### config.mk
export PLATFORM = sky130hd
export DESIGN_NAME = vga_pattern_gen
export DESIGN_NICKNAME = d
export VERILOG_FILES = /design/src/rtl/vga_pattern_gen.sv
export SDC_FILE = /design/constraint.sdc
export NUM_CORES = 1
export LEC_CHECK = 0
export ABC_AREA = 1
export CAP_MARGIN = 20
export CORE_MARGIN = 2
export CORE_UTILIZATION = 51
export CTS_BUF_LIST = sky130_fd_sc_hd__clkbuf_8 sky130_fd_sc_hd__clkbuf_16
export DETAILED_ROUTE_END_ITERATION = 7
export MAX_ROUTING_LAYER = met4
export PLACE_DENSITY = 0.89
export SYNTH_ARGS = -nofsm -noshare
export SYNTH_HDL_FRONTEND = slang
export SYNTH_SLANG_ARGS = --single-unit
### constraint.sdc
create_clock -name sys_clk -period 2.45 [get_ports sys_clk]
set_input_delay 0.735 -clock sys_clk [delete_from_list [all_inputs] [get_ports sys_clk]]
set_output_delay 0.735 -clock sys_clk [all_outputs]
set_load 0.02 [all_outputs]
### src/rtl/vga_pattern_gen.sv
// VGA timing and test-pattern generator: colorbar, checkerboard, gradient, solid.
// Define VGA_PATTERN_SCROLL_EN to scroll patterns by one pixel per frame.
module vga_pattern_gen #(
  parameter int H_SYNC   = 96,
  parameter int H_BACK   = 48,
  parameter int H_VALID  = 640,
  parameter int H_FRONT  = 16,
  parameter int V_SYNC   = 2,
  parameter int V_BACK   = 33,
  parameter int V_VALID  = 480,
  parameter int V_FRONT  = 10,
  parameter int SYNC_POL = 0,
  parameter int R_W      = 5,
  parameter int G_W      = 6,
  parameter int B_W      = 5
) (
  input  logic                     sys_clk,
  input  logic                     sys_rst,
  input  logic [1:0]               mode,
  input  logic [R_W+G_W+B_W-1:0]   solid_rgb,
  output logic [R_W+G_W+B_W-1:0]   rgb,
  output logic                     hsync,
  output logic                     vsync,
  output logic                     de,
  output logic [10:0]              pix_x,
  output logic [10:0]              pix_y,
  output logic                     frame_start
);
  localparam int RGB_W = R_W + G_W + B_W;
  localparam logic [11:0] H_MAX = 12'(H_SYNC + H_BACK + H_VALID + H_FRONT - 1);
  localparam logic [11:0] V_MAX = 12'(V_SYNC + V_BACK + V_VALID + V_FRONT - 1);
  localparam logic [11:0] HS_END = 12'(H_SYNC);
  localparam logic [11:0] VS_END = 12'(V_SYNC);
  localparam logic [11:0] HA0 = 12'(H_SYNC + H_BACK);
  localparam logic [11:0] HA1 = 12'(H_SYNC + H_BACK + H_VALID);
  localparam logic [11:0] VA0 = 12'(V_SYNC + V_BACK);
  localparam logic [11:0] VA1 = 12'(V_SYNC + V_BACK + V_VALID);
  localparam logic [10:0] BAR_W = 11'(H_VALID / 8);
  localparam logic SP = 1'(SYNC_POL);
  // Bar colours {R,G,B} indexed left to right: white first, black last.
  localparam logic [7:0][2:0] BAR_LUT = {3'b000, 3'b001, 3'b100, 3'b101,
                                         3'b010, 3'b011, 3'b110, 3'b111};

  logic [11:0] h_cnt, v_cnt;
  logic [1:0]  mode_q;
  logic        h_last, v_last, frame_top, de_c;
  logic [10:0] x_c, y_c, px_pat;
  logic [2:0]  bar;
  logic [RGB_W-1:0] pat;

  assign h_last    = (h_cnt == H_MAX);
  assign v_last    = (v_cnt == V_MAX);
  assign frame_top = (h_cnt == 12'd0) && (v_cnt == 12'd0);
  assign de_c      = (h_cnt >= HA0) && (h_cnt < HA1) && (v_cnt >= VA0) && (v_cnt < VA1);
  assign x_c       = de_c ? 11'(h_cnt - HA0) : 11'd0;
  assign y_c       = de_c ? 11'(v_cnt - VA0) : 11'd0;

`ifdef VGA_PATTERN_SCROLL_EN
  localparam logic [10:0] HV = 11'(H_VALID);
  logic [10:0] offset;
  logic [11:0] x_sum;

  assign x_sum  = {1'b0, x_c} + {1'b0, offset};
  assign px_pat = (x_sum >= {1'b0, HV}) ? 11'(x_sum - {1'b0, HV}) : x_sum[10:0];

  always_ff @(posedge sys_clk) begin
    if (sys_rst)
      offset <= 11'd0;
    else if (frame_top)
      offset <= (offset == HV - 11'd1) ? 11'd0 : offset + 11'd1;
  end
`else
  assign px_pat = x_c;
`endif

  always_comb begin
    bar = 3'd0;
    for (int i = 1; i < 8; i++)
      if (px_pat >= 11'(i) * BAR_W) bar = 3'(i);
  end

  always_comb begin
    pat = '0;
    case (mode_q)
      2'd0: pat = {{R_W{BAR_LUT[bar][2]}}, {G_W{BAR_LUT[bar][1]}}, {B_W{BAR_LUT[bar][0]}}};
      2'd1: pat = (px_pat[5] ^ y_c[5]) ? '0 : '1;
      2'd2: pat = {px_pat[9 -: R_W], px_pat[9 -: G_W], px_pat[9 -: B_W]};
      default: pat = solid_rgb;
    endcase
  end

  always_ff @(posedge sys_clk) begin
    if (sys_rst) begin
      h_cnt       <= 12'd0;
      v_cnt       <= 12'd0;
      mode_q      <= 2'd0;
      hsync       <= ~SP;
      vsync       <= ~SP;
      de          <= 1'b0;
      rgb         <= '0;
      pix_x       <= 11'd0;
      pix_y       <= 11'd0;
      frame_start <= 1'b0;
    end else begin
      h_cnt <= h_last ? 12'd0 : h_cnt + 12'd1;
      if (h_last) v_cnt <= v_last ? 12'd0 : v_cnt + 12'd1;
      // Mode only changes on the frame boundary so a frame is never split.
      if (frame_top) mode_q <= mode;
      hsync       <= (h_cnt < HS_END) ? SP : ~SP;
      vsync       <= (v_cnt < VS_END) ? SP : ~SP;
      de          <= de_c;
      rgb         <= de_c ? pat : '0;
      pix_x       <= x_c;
      pix_y       <= y_c;
      frame_start <= frame_top;
    end
  end
endmodule

==> results.txt, run 1 <==
----------------------------------------------------
[Critical path]
  Origin of the critical flop-to-flop path ... h_cnt[4]$_SDFF_PP0_
  Category of the worst setup path launch point ... register
  Data required time of the worst path ... 2690 ps
  Worst reg2reg endpoint ... rgb[1]$_SDFF_PP0_
  Worst endpoint data arrival time ... 2590 ps
  Worst reg-to-reg setup slack ... 100 ps
  Critical Path End Type ... register
  Biggest fanout along the worst timing path ... 6
  Setup CP Type ... reg2reg
  Worst r2r path cells ... 14

[Timing]
  Top achievable clock speed ... 0.426 GHz
  Post-Route Hold Slack ... 475 ps
  Number of setup violations in the final report ... 0
  Final number of hold-violating endpoints ... 0
  Max Clock Skew ... 6.72 ps
  Min Clock Period, post-route ... 2350 ps
  Share of the clock period used by the worst path ... 95.8%
  Final sum of negative setup slack ... 0 ps
  Slew Viols, Final ... 0

[CTS]
  Number of buffers inserted during clock tree synthesis ... 9
  Clock latency on the worst-skew pair ... 350 ps
  Maximum level of the CTS H-tree ... 3
  Clk root buf ... sky130_fd_sc_hd__clkbuf_8
  CTS max path bufs ... 2
  CTS tree ... built
  Clock slew seen by the registers of the worst setup and hold paths ... 80 ps
  Sinks on Clock Net ... 68

[Die]
  Starting Density ... 52.7%
  Number of primary I/O pins ... 62
  Area of the placeable core ... 0.00592 mm^2
  Die Y-Extent ... 82.2 um
  Placement row count ... 28
  Die area ... 0.00676 mm^2
  Chip Width ... 82.2 um

[Layout]
  Area used by sequential logic in the layout ... 0.00136 mm^2
  Layout filler cell count ... 440
  Fraction of layout instances using a drive strength above 1 ... 13.0%
  Fin nets ... 515
  Total inserted antenna cells ... 0
  Area delta synth->final ... 31.4%
  Commonest non-fill, non-tap cell in the layout ... sky130_fd_sc_hd__nand2_1
  Final std cell area, no fill ... 0.00410 mm^2
  Non-filler instance count after layout ... 568
  Leading cell types in the layout, fill and taps excluded ... sky130_fd_sc_hd__nand2_1, sky130_fd_sc_hd__dfxtp_1, sky130_fd_sc_hd__clkdlybuf4s50_1, sky130_fd_sc_hd__nor2_1, sky130_fd_sc_hd__inv_1
  Footprint of the multi-input gates ... 0.00152 mm^2

[Synthesis]
  Library cell occupying the most area in the post-synthesis netlist ... sky130_fd_sc_hd__dfxtp_1
  Syn avg cell area ... 7.50 um^2
  Synth async-reset ratio ... 0%
  Yosys top cell area share ... 43.6%
  Syn Nets ... 443
  Prevailing post-synth register cell ... sky130_fd_sc_hd__dfxtp_1
  Number of distinct library cells after synthesis ... 38
  Netlist Area Pre-Place ... 0.00312 mm^2
  Synthesis-stage register bit count ... 68
  Cell types occupying the most area after synthesis ... sky130_fd_sc_hd__dfxtp_1, sky130_fd_sc_hd__nand2_1, sky130_fd_sc_hd__nor2_1
  Instance count of the mapped netlist ... 416
  Number of flops mapped to enable cells by yosys ... 0
  Portion of the post-synthesis area used by sequential elements ... 43.6%
  Syn. warnings ... 0

[Placed design]
  Weighted congestion reported at the end of routability-driven placement ... 1.02
  Inst Count DP ... 549
  Cell area reported after detailed placement ... 0.00380 mm^2
  Port buffer count ... 61
  Hpwl dp ... 5600 um

[Global routing]
  Gr usage total ... 24.7%
  Initial antenna violation count ... 0
  Vias in the first global route ... 2770
  Global-route wire length before repair ... 12400 um
  Pin count of the biggest net entering global routing ... 19
  Overflow left after global routing ... 0

[Flow run]
  Max-cap violation count ... 0

[Pwr]
  P per Cell Area ... 593 mW/mm^2
  Leakage power total ... 0.00174 uW
  Maximum vdd drop ... 0.372 mV

[Drt]
  Number of routed nets with antenna violations ... 0
  Number of vias per cell after detailed routing ... 5.32
  Number of detailed-route iterations in the first pass ... 4
  Mean routed wirelength per cell ... 13.9 um
  Routed via count ... 3020
  Initial detailed-routing violation count ... 303
  Drc violations ... 0
  Overall routed net length ... 7880 um

[Worst hold path]
  Type of the most critical hold path ... reg2reg
  Hold Path Origin ... h_cnt[0]$_SDFF_PP0_
  Worst Hold Path EP ... h_cnt[0]$_SDFF_PP0_
  Worst hold path stage count ... 1

[Outcome]
  Result of the run ... completed

----------------------------------------------------
[cell families (layout without fill, tap and decap cells)]
logic type,after synthesis,in the layout,share of synthesized area (%)
AND/OR/NAND/NOR,181,181,25.9
buffers and inverters,62,139,8.34
AO/OA/AOI/OAI,86,86,16.1
XOR/XNOR,11,11,3.09
adder cells (fa/ha/maj),7,7,2.81
flip-flops,68,68,43.6
other,1,1,0.120
[cell type report]
cell class	instances	area share, %
multi-input cells	286	37.1
flip-flops and latches	68	33.3
repair buffers	69	16.4
inverters	54	4.94
clock buffers	10	3.36
clock inverters	6	2.72
well taps	75	2.29
[metrics by stage]
step	power, uW	utilization, %	setup slack (ps)
after floorplan	1230	-	397
after global placement	1300	64.2	85.7
after detailed placement	1300	64.2	-34.0
after CTS	2430	68.5	41.8
after global routing	2490	69.3	-15.4
final	2430	69.3	103
[synth_stat cells, types with 3 or more instances]
cell type,instances
sky130_fd_sc_hd__nand2_1,70
sky130_fd_sc_hd__dfxtp_1,68
sky130_fd_sc_hd__nor2_1,58
sky130_fd_sc_hd__inv_1,46
sky130_fd_sc_hd__a21oi_1,30
sky130_fd_sc_hd__o21ai_0,30
sky130_fd_sc_hd__nand3_1,16
sky130_fd_sc_hd__nor3_1,10
sky130_fd_sc_hd__xor2_1,9
sky130_fd_sc_hd__inv_2,8
sky130_fd_sc_hd__a21oi_2,7
sky130_fd_sc_hd__ha_1,7
sky130_fd_sc_hd__nand2_2,6
sky130_fd_sc_hd__nand4_1,6
sky130_fd_sc_hd__nor2_2,4
sky130_fd_sc_hd__o21a_1,4
sky130_fd_sc_hd__buf_6,3
sky130_fd_sc_hd__clkbuf_1,3
sky130_fd_sc_hd__nor3b_1,3
sky130_fd_sc_hd__o21ai_1,3
[where the power goes]
group	internal, uW	switching [uW]
logic	64.0	90.8
registers	1120	12.5
clock network	703	442
[state kept, by name (all words and copies together) (netlist names)]
signal       cells
rgb             16
frame_start      1
pix_x           11
h_cnt           12
mode_q           2
vsync            1
pix_y           11
v_cnt           12
hsync            1
de               1
[per-layer routing]
layer  global-route usage (%)  wire length, um  up-vias
met5                        -                0        -
met4                     8.17               99        0
met3                     5.11              506       10
met2                     38.6             3700      131
met1                     32.0             3570     1391
li1                         -                -     1488
[how the worst max path moves through the flow]
stage | start | endpoint | slack (ps) | cells after the start
6_report | h_cnt[4]$_SDFF_PP0_ | rgb[1]$_SDFF_PP0_ | 100 | 14
5_1_grt | h_cnt[4]$_SDFF_PP0_ | rgb[11]$_SDFF_PP0_ | -20 | 15
4_1_cts | v_cnt[0]$_SDFFE_PP0P_ | rgb[1]$_SDFF_PP0_ | 40 | 14
3_5_place_dp | h_cnt[4]$_SDFF_PP0_ | rgb[0]$_SDFF_PP0_ | -30 | 14
3_3_place_gp | h_cnt[5]$_SDFF_PP0_ | rgb[1]$_SDFF_PP0_ | 90 | 13
2_1_floorplan | h_cnt[4]$_SDFF_PP0_ | rgb[1]$_SDFF_PP0_ | 400 | 14
[worst max-delay path: stages (launching register included)]
cell and delay, ps:
sky130_fd_sc_hd__dfxtp_1 410, sky130_fd_sc_hd__inv_2 100, sky130_fd_sc_hd__ha_1 270, sky130_fd_sc_hd__a21oi_1 160, sky130_fd_sc_hd__nor2_1 50, sky130_fd_sc_hd__nand2_1 50, sky130_fd_sc_hd__nand2_1 90, sky130_fd_sc_hd__nor2_4 170
sky130_fd_sc_hd__buf_4 170, sky130_fd_sc_hd__nand2_1 80, sky130_fd_sc_hd__inv_1 100, sky130_fd_sc_hd__nand3_1 90, sky130_fd_sc_hd__o211a_1 270, sky130_fd_sc_hd__nand2_4 130, sky130_fd_sc_hd__a21oi_2 70
[timing repair]
item,4_1_cts,5_1_grt
buffers inserted,0,3
setup endpoints to repair,8,16
hold buffers,0,0
resized for setup,1,6
pin swaps,0,1
No activity file was read; power rests on OpenSTA's default activity.
==> run 2: changes to the inputs <==
--- a/config.mk
+++ b/config.mk
@@ -7,6 +7,7 @@
 export LEC_CHECK = 0
 export ABC_AREA = 1
 export CAP_MARGIN = 20
+export CORE_ASPECT_RATIO = 1.1
 export CORE_MARGIN = 2
 export CORE_UTILIZATION = 51
 export CTS_BUF_LIST = sky130_fd_sc_hd__clkbuf_8 sky130_fd_sc_hd__clkbuf_16
==> results.txt, run 2 (synthesis gave the netlist of run 1 again) <==
----------------------------------------------------
[Critical path]
  Crit path top cell by count ... sky130_fd_sc_hd__nand2_1
  Data required time of the worst path ... 2680 ps
  Critical path cell sequence ... inv_2 > ha_1 > a21oi_1 > nor2_1 > nand2_1 > nand2_1 > nor2_2 > buf_4 > nand2_1 > nor2_1 > a21oi_1 > nand2_1 > nand2_2 > nand2_4 > a21oi_2
  Worst reg-to-reg setup slack ... 210 ps
  Crit-path slowest cell ... sky130_fd_sc_hd__dfxtp_4
  WP depth ... 15
  Critical path origin ... h_cnt[4]$_SDFF_PP0_
  Worst reg2reg endpoint ... rgb[1]$_SDFF_PP0_
  Critical Path End Type ... register
  Origin of the critical flop-to-flop path ... h_cnt[4]$_SDFF_PP0_
  Setup CP Type ... reg2reg
  Worst r2r path cells ... 15
  Largest delay contributor family on the critical path ... simple AND/OR/NAND/NOR gates
  Number of buffers and inverters on the critical path ... 2
  Biggest fanout along the worst timing path ... 11
  Category of the worst setup path launch point ... register
  Worst endpoint data arrival time ... 2470 ps
  Endpoint of the most critical setup path ... rgb[1]$_SDFF_PP0_
  Biggest cell delay along the critical path ... 400 ps

[Global routing]
  Grt met1 use ... 25.3%
  Global-route met3 utilization ... 6.21%
  Gr usage total ... 23.5%
  Vias in the first global route ... 2867
  Initial antenna violation count ... 0
  Pin count of the biggest net entering global routing ... 18
  GRT busiest layer ... met2
  Overflow left after global routing ... 0
  Met2 layer usage reported by global route ... 40.0%
  Global-route wire length before repair ... 12300 um

[CTS]
  CTS max path bufs ... 2
  Clock slew seen by the registers of the worst setup and hold paths ... 80 ps
  Clk root buf ... sky130_fd_sc_hd__clkbuf_8
  Maximum level of the CTS H-tree ... 3
  Hold buffers post-CTS ... 0
  Sinks on Clock Net ... 68
  Clock latency on the worst-skew pair ... 350 ps
  Number of buffers inserted during clock tree synthesis ... 9
  CTS tree ... built

[Layout]
  Max reg flops ... 16
  Largest registers ranked by flip-flop count ... rgb (16), h_cnt (12), v_cnt (12)
  Largest register by flop count ... rgb
  Area delta synth->final ... 28.4%
  Leading cell types in the layout, fill and taps excluded ... sky130_fd_sc_hd__nand2_1, sky130_fd_sc_hd__dfxtp_1, sky130_fd_sc_hd__clkdlybuf4s50_1, sky130_fd_sc_hd__nor2_1, sky130_fd_sc_hd__inv_1
  Commonest non-fill, non-tap cell in the layout ... sky130_fd_sc_hd__nand2_1
  Layout filler cell count ... 482
  Fraction of layout instances using a drive strength above 1 ... 11.8%
  Total inserted antenna cells ... 0
  Fin nets ... 512
  Final std cell area, no fill ... 0.00401 mm^2

[Die]
  Starting Density ... 53.4%
  Placement row count ... 29
  Area of the placeable core ... 0.00584 mm^2
  Chip Width ... 78.6 um
  Number of primary I/O pins ... 62
  Die Y-Extent ... 86.0 um
  Die area ... 0.00676 mm^2

[Drt]
  Number of routed nets with antenna violations ... 0
  Number of vias per cell after detailed routing ... 5.18
  Mean routed wirelength per cell ... 13.1 um
  Number of detailed-route iterations in the first pass ... 5
  Initial detailed-routing violation count ... 160
  Overall routed net length ... 7420 um
  Routed via count ... 2939
  Drc violations ... 0

[Timing]
  Share of the clock period used by the worst path ... 91.4%
  Top achievable clock speed ... 0.446 GHz
  Min Clock Period, post-route ... 2240 ps
  Final sum of negative setup slack ... 0 ps
  Max Clock Skew ... 9.14 ps
  Number of setup violations in the final report ... 0
  Final number of hold-violating endpoints ... 0
  RSZ-0062 raised after global routing ... no
  Slew Viols, Final ... 0

[Worst hold path]
  Type of the most critical hold path ... reg2reg

[Placed design]
  Port buffer count ... 61
  Hpwl dp ... 5480 um
  Weighted congestion reported at the end of routability-driven placement ... 0.935
  Cell area reported after detailed placement ... 0.00381 mm^2

[Pwr]
  Leakage power total ... 0.00169 uW
  P per Cell Area ... 543 mW/mm^2
  Maximum vdd drop ... 0.453 mV

[Outcome]
  Result of the run ... completed

[Flow run]
  Max-cap violation count ... 0

----------------------------------------------------
## run 2: cell types whose count changed in the layout (fill, tap and decap cells not counted), moves of 2 or more
cell | previous run | this run
sky130_fd_sc_hd__buf_4 | 8 | 5
sky130_fd_sc_hd__bufinv_16 | 3 | 1
sky130_fd_sc_hd__clkinv_2 | 1 | 3
sky130_fd_sc_hd__clkinvlp_4 | 1 | 3
## run 2: per-stage QoR
step / setup WS, ps / total power, uW / hold WS, ps / std cells / util (%)
floorplan: 397 / 1230 / 427 / 416 / -
global placement: 196 / 1300 / 450 / 551 / 65.2
detailed placement: 121 / 1300 / 481 / 551 / 65.2
CTS: 84.1 / 2190 / 498 / 567 / 68.4
global route: 4.35 / 2260 / 515 / 567 / 68.6
finish: 210 / 2180 / 497 / 567 / 68.6
## run 2: tightest hold or removal path: cells and delay by family (launching register included)
kind            cells  cell delay, ps
flops               1             330
simple gates        1              70
compound gates      1              60
## run 2: worst min path at each step
stage,startpoint,cells past startpoint,slack (ps),to
global placement,h_cnt[0]$_SDFF_PP0_,1,450,h_cnt[0]$_SDFF_PP0_
finish,h_cnt[11]$_SDFF_PP0_,2,500,h_cnt[11]$_SDFF_PP0_
CTS,v_cnt[7]$_SDFFE_PP0P_,2,500,v_cnt[7]$_SDFFE_PP0P_
global route,h_cnt[10]$_SDFF_PP0_,2,520,h_cnt[10]$_SDFF_PP0_
floorplan,h_cnt[0]$_SDFF_PP0_,1,430,h_cnt[0]$_SDFF_PP0_
detailed placement,v_cnt[0]$_SDFFE_PP0P_,1,480,pix_y[0]$_SDFF_PP0_
## run 2: metal layers
metal	share of wire [%]	up-vias
met2	51	94
met5	0	-
li1	-	1487
met4	2.8	0
met1	41	1337
met3	5.1	21
## run 2: timing repair
action	in CTS	in global routing
gates resized for setup	0	4
setup buffers	0	0
endpoints found under the setup margin	0	16
## run 2: layout make-up
| cell class | count | area (um^2) | share of cell area (%) |
|---|---|---|---|
| inverters | 54 | 203 | 5.06 |
| flip-flops and latches | 68 | 1370 | 34.1 |
| repair buffers | 66 | 648 | 16.2 |
| multi-input cells | 286 | 1500 | 37.5 |
| clock buffers | 9 | 124 | 3.09 |
| well taps | 77 | 96.3 | 2.41 |
| clock inverters | 7 | 67.6 | 1.69 |
## run 2: report_power, final
part           internal (uW)  total, uW  leakage (uW)  switching, uW
Sequential              1120       1130      0.000551           11.2
Combinational           63.8        152       0.00105           88.5
Clock                    463        897     0.0000910            433
Total                   1640       2180       0.00169            533
